==> config.mk <==
export PLATFORM = sky130hd
export DESIGN_NAME = seg7_ticker
export DESIGN_NICKNAME = d
export VERILOG_FILES = /design/src/rtl/seg7_ticker.sv
export SDC_FILE = /design/constraint.sdc
export NUM_CORES = 1
export LEC_CHECK = 0
export BUFFER_PORTS_ARGS = -buffer_cell sky130_fd_sc_hd__clkbuf_2
export CORE_UTILIZATION = 54
export CTS_CLUSTER_SIZE = 30
export DETAILED_ROUTE_END_ITERATION = 10
export PLACE_DENSITY_LB_ADDON = 0.08
export SYNTH_ARGS = -nofsm -noshare
export SYNTH_HDL_FRONTEND = slang
export SYNTH_SLANG_ARGS = --single-unit
==> constraint.sdc <==
create_clock -name clk -period 5.8 [get_ports clk]
set_input_delay 0.87 -clock clk [delete_from_list [all_inputs] [get_ports clk]]
set_output_delay 0.87 -clock clk [all_outputs]
set_load 0.02 [all_outputs]
==> src/rtl/seg7_ticker.sv <==
// rtl/seg7_ticker.sv - prescaled single-digit up/down counter with registered seven-segment drive
// Tick and wrap pulses are exported so further digits or indicator stages can chain off this one.
module seg7_ticker #(
  parameter int TICK_DIV       = 4000000,
  parameter int MAX_DIGIT      = 9,
  parameter bit SEG_ACTIVE_LOW = 1'b0
) (
  input  logic       clk,
  input  logic       rst,
  input  logic       en,
  input  logic       dir,
  input  logic       load,
  input  logic [3:0] load_val,
  output logic [3:0] digit,
  output logic       leda,
  output logic       ledb,
  output logic       ledc,
  output logic       ledd,
  output logic       lede,
  output logic       ledf,
  output logic       ledg,
  output logic       tick,
  output logic       wrap
);

  localparam logic [23:0] TERM    = 24'(TICK_DIV - 1);
  localparam logic [3:0]  MAX_D   = 4'(MAX_DIGIT);
  localparam logic [6:0]  SEG_INV = {7{SEG_ACTIVE_LOW}};

  // Segment vector ordered {a,b,c,d,e,f,g}, active-high before polarity is applied.
  function automatic logic [6:0] seg_decode(input logic [3:0] d);
    case (d)
      4'h0:    seg_decode = 7'b1111110;
      4'h1:    seg_decode = 7'b0110000;
      4'h2:    seg_decode = 7'b1101101;
      4'h3:    seg_decode = 7'b1111001;
      4'h4:    seg_decode = 7'b0110011;
      4'h5:    seg_decode = 7'b1011011;
      4'h6:    seg_decode = 7'b1011111;
      4'h7:    seg_decode = 7'b1110000;
      4'h8:    seg_decode = 7'b1111111;
      4'h9:    seg_decode = 7'b1111011;
      4'hA:    seg_decode = 7'b1110111;
      4'hB:    seg_decode = 7'b0011111;
      4'hC:    seg_decode = 7'b1001110;
      4'hD:    seg_decode = 7'b0111101;
      4'hE:    seg_decode = 7'b1001111;
      default: seg_decode = 7'b1000111;
    endcase
  endfunction

  logic [23:0] pre, pre_nxt;
  logic [3:0]  digit_nxt;
  logic        tick_nxt, wrap_nxt;
  logic [6:0]  seg_q, seg_nxt;

  always_comb begin
    pre_nxt   = pre;
    digit_nxt = digit;
    tick_nxt  = 1'b0;
    wrap_nxt  = 1'b0;
    if (load) begin
      digit_nxt = (load_val > MAX_D) ? MAX_D : load_val;
      pre_nxt   = '0;
    end else if (en) begin
      if (pre == TERM) begin
        pre_nxt  = '0;
        tick_nxt = 1'b1;
        if (dir) begin
          if (digit == 4'd0) begin
            digit_nxt = MAX_D;
            wrap_nxt  = 1'b1;
          end else begin
            digit_nxt = digit - 4'd1;
          end
        end else if (digit >= MAX_D) begin
          digit_nxt = 4'd0;
          wrap_nxt  = 1'b1;
        end else begin
          digit_nxt = digit + 4'd1;
        end
      end else begin
        pre_nxt = pre + 24'd1;
      end
    end
    // Decoding the next-state digit keeps segments in step with the digit register.
    seg_nxt = seg_decode(digit_nxt) ^ SEG_INV;
  end

  always_ff @(posedge clk) begin
    if (rst) begin
      pre   <= '0;
      digit <= 4'd0;
      tick  <= 1'b0;
      wrap  <= 1'b0;
      seg_q <= seg_decode(4'd0) ^ SEG_INV;
    end else begin
      pre   <= pre_nxt;
      digit <= digit_nxt;
      tick  <= tick_nxt;
      wrap  <= wrap_nxt;
      seg_q <= seg_nxt;
    end
  end

  assign {leda, ledb, ledc, ledd, lede, ledf, ledg} = seg_q;

endmodule

==> results of run 1 <==
==> where the power goes <==
part,switching [mW],internal [mW]
Sequential,0.00579,0.260
Clock,0.101,0.129
Combinational,0.0435,0.0284
==> critical path, cell delays in order (launching register included) <==
cell	delay, ps
sky130_fd_sc_hd__dfxtp_1	350
sky130_fd_sc_hd__nor4_1	330
sky130_fd_sc_hd__and4_1	410
sky130_fd_sc_hd__nand2_1	180
sky130_fd_sc_hd__mux2i_1	150
sky130_fd_sc_hd__o21ai_0	540
sky130_fd_sc_hd__inv_1	210
sky130_fd_sc_hd__ha_1	240
sky130_fd_sc_hd__mux2_2	270
sky130_fd_sc_hd__a22oi_2	140
==> through the flow <==
| stage | worst slack (ps) | std cells |
|---|---|---|
| final | 2910 | 309 |
| after global routing | 2670 | 309 |
| after CTS | 2940 | 309 |
| after detailed placement | 2660 | 301 |
| after global placement | 2690 | 301 |
| after floorplan | 3080 | 243 |
==> layer usage <==
| metal | wire (um) | part of all wire, % | GRT usage (%) |
|---|---|---|---|
| met3 | 195 | 4.4 | 5.63 |
| met4 | 47 | 1.1 | 8.15 |
| met2 | 1890 | 43 | 33.6 |
| met1 | 2260 | 51 | 32.5 |
| met5 | 0 | 0 | 0 |
==> cell usage after synthesis (3+ instances only) <==
library cell / n / share of area [%]
sky130_fd_sc_hd__nand2_1: 16 / 2.8
sky130_fd_sc_hd__and4_1: 7 / 2.9
sky130_fd_sc_hd__nor2_1: 28 / 4.9
sky130_fd_sc_hd__nand2b_1: 5 / 1.5
sky130_fd_sc_hd__xnor2_1: 7 / 2.9
sky130_fd_sc_hd__ha_1: 12 / 7.0
sky130_fd_sc_hd__a21oi_1: 8 / 1.9
sky130_fd_sc_hd__and3_1: 8 / 2.3
sky130_fd_sc_hd__clkbuf_1: 6 / 1.0
sky130_fd_sc_hd__nand4_1: 8 / 2.3
sky130_fd_sc_hd__dfxtp_1: 37 / 34
sky130_fd_sc_hd__xor2_1: 13 / 5.3
sky130_fd_sc_hd__nor3_1: 7 / 1.6
sky130_fd_sc_hd__nand3_1: 12 / 2.8
sky130_fd_sc_hd__nor4_1: 3 / 0.87
sky130_fd_sc_hd__inv_1: 6 / 1.0
sky130_fd_sc_hd__o21ai_0: 8 / 1.9
==> cells by family after synthesis <==
logic type,synth area share (%)
xor+xnor,8.16
compound gates,15.2
mux,2.21
fa+ha+maj,6.99
simple gates,29.0
buf+inv,3.96
flops,34.5
==> worst min-delay path by stage <==
stage              end  slack, ps
5_1_grt         pre[1]        550
3_3_place_gp   pre[18]        500
4_1_cts        pre[22]        520
6_report        pre[1]        520
3_5_place_dp   pre[22]        500
2_1_floorplan   pre[1]        470
==> flip-flops by register name, indices dropped and copies added (netlist names) <==
| name | count |
|---|---|
| pre | 24 |
| seg_q | 7 |
| digit | 4 |
| wrap | 1 |
| tick | 1 |
==> layout make-up <==
| cell class | count | area (um^2) | share of cell area, % |
|---|---|---|---|
| clock inverters | 3 | 46.3 | 1.95 |
| inverters | 7 | 26.3 | 1.11 |
| flip-flops and latches | 37 | 741 | 31.3 |
| repair buffers | 21 | 105 | 4.44 |
| multi-input cells | 188 | 1320 | 55.8 |
| well taps | 48 | 60.1 | 2.54 |
| clock buffers | 5 | 68.8 | 2.91 |
==> cells in the final DEF, fill, tap and decap left out, drive strengths merged, types with 2 or more instances in the layout <==
cell type	count
nor2	29
and4	7
o21ai	9
ha	12
a2111oi	2
nor4	4
xnor2	7
xor2	13
o31a	2
nand3	12
inv	7
and3	9
nand4	8
dfxtp	37
and2	2
clkbuf	26
nand2b	5
or3	2
nor3	8
nor2b	2
nor4b	2
a21oi	9
nand2	16
mux2	3
o311ai	2
==> impl_metrics.yaml, run 1 <==
sta:
  fin_crit_ps: 2890
  finalHoldViolCount: 0
  post_route_hold_slack_ps: 516
  worst_slew_margin_rel_pct: 54.8
  grt_setup_unrepaired: "no"
  total_negative_setup_slack_ps: 0
  slew_viol_final: 0
  achievable-frequency_ghz: 0.346
  post-route-period-util_pct: 49.8
  report.final.setup_viol: 0
  skew_ps: 7.28
  timing_worst_slew_pin_value_ps: 676
global_routing:
  grt_max_degree: 22
  grt_first_pass_wirelength_um: 7490
  globalRouteOverflowTotal: 0
  grt_use_total_pct: 23.0
  grt_antenna_before_repair: 0
  grt_pass1_vias: 1594
routing:
  drt-total-wl_um: 4390
  drc: 0
  antenna_violating_nets_post_route: 0
  drt-vias-per-instance: 5.71
  wl_per_cell_um: 14.2
  vias: 1763
  1st_iter_drt_viols: 112
  first_pass_iters: 4
synthesis:
  synth_fp_nets: 264
  post_synth.cell_area_avg_um2: 8.84
  syn_inst: 243
  yosysUniqueCellTypes: 61
  ys_ff_latch: 37
  synth-main-ff-cell: "sky130_fd_sc_hd__dfxtp_1"
  yosysWarningCount: 0
  syn_area_um2: 2150
  synth-async-reset-ratio_pct: 0
  portion_of_the_post_synthesis_area_used_by_sequential_elements_pct: 34.5
  synth-edff-count: 0
clock_tree:
  cts_tree: "built"
  cts-root-buf: "sky130_fd_sc_hd__clkbuf_8"
  cts.sinks: 37
  clkLatencyLatePin_ps: 300
  cts_buffers: 5
  cts_buffer_depth: 2
  clock_tree.htree_level_count: 2
  cts_hold_repair.buffers: 0
  postCtsResizedCells: 0
  number_of_setup_buffers_added_after_cts: 0
  path_clk_slew_ps: 80
placed_design:
  port-buffer-count: 21
  finalWeightedCongestion: 0.836
  detailedPlacementHpwl_um: 3170
  detailed_place.area_um2: 2250
final_layout:
  finish.instance_area_um2: 2370
  n_antenna_cell: 0
  final_core_utilization_pct: 63.3
  area_delta_synth_final_pct: 10.3
  drive_above_1_share_pct: 18.0
  finalNetCount: 281
  num-fill-cells: 331
floorplan:
  fp.dieW_um: 65.1
  floorplan.die.height_um: 65.1
  site_rows: 22
  fp.coreArea_um2: 3740
  boundaryPins: 22
  die-area_um2: 4230
  initial_core_util_pct: 57.4
setup_path:
  rrSetupSlack_ps: 2910
  worst_ep_arrival_time_ps: 3110
  critical_path_rt_ps: 6020
  timing_worst_setup_path_type: "flop to flop"
  crit-reg2reg-capture: "seg_q[3]"
  cp-start-kind: "flop"
  timing.critical_path.to_type: "flop"
  worst_setup_path_endpoint: "seg_q[3]"
  timing.critical_path.from: "pre[8]"
  timing.reg2reg.worst_path_depth: 9
  rr_startpoint: "pre[8]"
  cp_max_fo: 6
min_path:
  min_path_cells: 2
  hp-class: "flop to flop"
  min_from: "pre[1]"
power:
  power.density_nw_per_um2: 239
  power_mw: 0.567
  power.static_leakage_nw: 0.886
  vdd.ir_drop.worst_mv: 0.199
status:
  run_status: "finished clean"
job:
  max_cap_violations: 0
Power figures use the tool's default switching activity.
==> inputs of run 2 (changes only) <==
--- a/config.mk
+++ b/config.mk
@@ -5,6 +5,7 @@
 export SDC_FILE = /design/constraint.sdc
 export NUM_CORES = 1
 export LEC_CHECK = 0
+export ABC_AREA = 1
 export BUFFER_PORTS_ARGS = -buffer_cell sky130_fd_sc_hd__clkbuf_2
 export CORE_UTILIZATION = 54
 export CTS_CLUSTER_SIZE = 30
==> constraint.sdc (replaced) <==
create_clock -name clk -period 2.95 [get_ports clk]
set_input_delay 0.4425 -clock clk [delete_from_list [all_inputs] [get_ports clk]]
set_output_delay 0.4425 -clock clk [all_outputs]
set_load 0.02 [all_outputs]
==> impl_metrics.yaml, run 2 <==
routing:
  drt-total-wl_um: 4900
  drt-vias-per-instance: 5.17
  1st_iter_drt_viols: 134
  antenna_violating_nets_post_route: 0
  wl_per_cell_um: 12.1
  drc: 0
  vias: 2093
  first_pass_iters: 4
job:
  max_cap_violations: 0
floorplan:
  fp.dieW_um: 67.5
  site_rows: 23
  boundaryPins: 22
  floorplan.die.height_um: 67.5
  die-area_um2: 4550
  initial_core_util_pct: 57.0
  fp.coreArea_um2: 4060
setup_path:
  rr_startpoint: "pre[0]"
  cpMaxStageDelayCell: "sky130_fd_sc_hd__dfxtp_1"
  critical_path_rt_ps: 3130
  critical-path-max-stage-delay_ps: 380
  rrSetupSlack_ps: 650
  cp-start-kind: "flop"
  worst_path_dominant_cell_family: "simple AND/OR/NAND/NOR gates"
  timing.critical_path.cells: "ha_1, nand2_4, nor2_8, nand2_4, nor2_8, nand3_4, nand2_1, nand3_1, nand2_1, inv_1, ha_1, inv_1, nand2_2, nand3_1, nand2_1, nand2_1"
  cp_max_fo: 8
  critical_path.most_common_cell: "sky130_fd_sc_hd__nand2_1"
  worst_ep_arrival_time_ps: 2480
  critical_path.n_buffers_inverters: 2
  timing.critical_path.to_type: "flop"
  timing.reg2reg.worst_path_depth: 16
  timing_worst_setup_path_type: "flop to flop"
  crit-reg2reg-capture: "seg_q[3]"
clock_tree:
  path_clk_slew_ps: 80
  postCtsResizedCells: 0
  clock_tree.htree_level_count: 2
  cts_buffer_depth: 2
  number_of_setup_buffers_added_after_cts: 0
  cts.sinks: 37
  cts_hold_repair.buffers: 0
  cts_buffers: 5
  clkLatencyLatePin_ps: 290
  cts-root-buf: "sky130_fd_sc_hd__clkbuf_8"
  cts_tree: "built"
status:
  run_status: "finished clean"
sta:
  finalHoldViolCount: 0
  skew_ps: 4.99
  report.final.setup_viol: 0
  grt_setup_unrepaired: "no"
  timing_worst_slew_pin_value_ps: 405
  fin_crit_ps: 2300
  total_negative_setup_slack_ps: 0
  post-route-worst-setup-slack_ps: 652
  post-route-period-util_pct: 77.9
  worst_slew_margin_rel_pct: 73.0
  slew_viol_final: 0
  achievable-frequency_ghz: 0.435
  post_route_hold_slack_ps: 422
final_layout:
  area_delta_synth_final_pct: 12.7
  finish.instance_area_um2: 2610
  finalNetCount: 375
  top_register: "pre"
  drive_above_1_share_pct: 16.9
  n_antenna_cell: 0
  final_core_utilization_pct: 64.3
  largest_register_ff_count: 24
  final_cell_mix: "sky130_fd_sc_hd__nand2_1 (69), sky130_fd_sc_hd__inv_1 (41), sky130_fd_sc_hd__nor2_1 (41), sky130_fd_sc_hd__dfxtp_1 (37), sky130_fd_sc_hd__nand3_1 (31)"
  final_common_cell: "sky130_fd_sc_hd__nand2_1"
  num-fill-cells: 369
  top_regs: "pre: 24 flops, seg_q: 7 flops, digit: 4 flops"
synthesis:
  synth-async-reset-ratio_pct: 0
  netlist_top_cells_area: "sky130_fd_sc_hd__dfxtp_1 (32%), sky130_fd_sc_hd__nand2_1 (11%), sky130_fd_sc_hd__nand3_1 (6.7%), sky130_fd_sc_hd__inv_1 (6.7%), sky130_fd_sc_hd__nor2_1 (6.7%)"
  synth_top_cells_by_count: "sky130_fd_sc_hd__nand2_1 (69), sky130_fd_sc_hd__inv_1 (41), sky130_fd_sc_hd__nor2_1 (41), sky130_fd_sc_hd__dfxtp_1 (37), sky130_fd_sc_hd__nand3_1 (31)"
  synth-main-ff-cell: "sky130_fd_sc_hd__dfxtp_1"
  syn_area_um2: 2310
  synth_top_area_cell: "sky130_fd_sc_hd__dfxtp_1"
  yosysUniqueCellTypes: 40
  synth_fp_nets: 348
  syn_inst: 327
  portion_of_the_post_synthesis_area_used_by_sequential_elements_pct: 32.0
  share_of_the_synthesized_area_in_the_top_cell_type_pct: 32.0
  synth-edff-count: 0
  yosysWarningCount: 0
  ys_ff_latch: 37
  leading_cell_type_by_number_of_instances_after_synthesis: "sky130_fd_sc_hd__nand2_1"
  post_synth.cell_area_avg_um2: 7.07
global_routing:
  globalRouteOverflowTotal: 0
  grt_pass1_vias: 2011
  grt_antenna_before_repair: 0
  grt_max_degree: 14
  grt_first_pass_wirelength_um: 8510
  grt_use_total_pct: 24.9
placed_design:
  detailed_place.area_um2: 2470
  dp_worst_setup_slack_ps: 576
  detailedPlacementHpwl_um: 3850
  port-buffer-count: 21
  finalWeightedCongestion: 0.879
power:
  power.density_nw_per_um2: 465
  vdd.ir_drop.worst_mv: 0.223
  power.static_leakage_nw: 1.21
min_path:
  hp-class: "input pin to flop"
  min_path_cells: 2
  timing.hold.worst_endpoint: "digit[3]"
  min_from: "rst"
[run 2: metrics by stage]
step / power (mW) / instances
6_report: 1.21 / 405
5_1_grt: 1.26 / 405
4_1_cts: 1.22 / 405
3_5_place_dp: 0.687 / 397
3_3_place_gp: 0.685 / 397
2_1_floorplan: 0.646 / 327
[run 2: kinds of logic after synthesis]
logic type,Yosys count,synth area share (%)
simple gates,188,41.4
buf+inv,49,8.71
flops,37,32.0
compound gates,36,9.52
fa+ha+maj,12,6.49
xor+xnor,5,1.89
[run 2: per-layer routing]
| layer | wire [um] | track usage [%] | up-vias | part of all wire [%] |
|---|---|---|---|---|
| li1 | - | - | 1109 | - |
| met1 | 2230 | 27.6 | 942 | 45 |
| met2 | 2410 | 45.8 | 38 | 49 |
| met3 | 194 | 5.24 | 4 | 4.0 |
| met4 | 61 | 9.84 | 0 | 1.2 |
| met5 | 0 | 0 | - | 0 |
[run 2: power breakdown]
part	total [mW]	switching, mW	leakage (nW)	internal, mW
clock	0.537	0.197	0.0687	0.340
sequential	0.521	0.00833	0.301	0.513
combinational	0.154	0.101	0.840	0.0530
[run 2: worst reg2reg max path, stage by stage, from the launching register on]
cell and delay (ps):
sky130_fd_sc_hd__dfxtp_1 380, sky130_fd_sc_hd__ha_1 230, sky130_fd_sc_hd__nand2_4 90, sky130_fd_sc_hd__nor2_8 120
sky130_fd_sc_hd__nand2_4 80, sky130_fd_sc_hd__nor2_8 130, sky130_fd_sc_hd__nand3_4 130, sky130_fd_sc_hd__nand2_1 80
sky130_fd_sc_hd__nand3_1 70, sky130_fd_sc_hd__nand2_1 160, sky130_fd_sc_hd__inv_1 140, sky130_fd_sc_hd__ha_1 300
sky130_fd_sc_hd__inv_1 40, sky130_fd_sc_hd__nand2_2 60, sky130_fd_sc_hd__nand3_1 60, sky130_fd_sc_hd__nand2_1 70
sky130_fd_sc_hd__nand2_1 40
[run 2: cell type report]
cell class,instances,area (um^2),area share [%]
Timing Repair Buffer,22,113,4.32
Multi-Input combinational cell,241,1370,52.6
Inverter,47,183,7.01
Clock inverter,3,68.8,2.64
Tap cell,50,62.6,2.40
Clock buffer,5,68.8,2.64
Sequential cell,37,741,28.4
[run 2: how the worst max path moves through the flow]
stage                        start       end  slack [ps]  depth (start not counted)
after global routing        pre[0]  seg_q[3]         330                         16
after CTS                   pre[0]  seg_q[3]         630                         16
after global placement          en  seg_q[3]         650                         16
after detailed placement        en  seg_q[3]         580                         16
final                       pre[0]  seg_q[3]         650                         16
after floorplan           digit[0]  seg_q[3]         710                         14
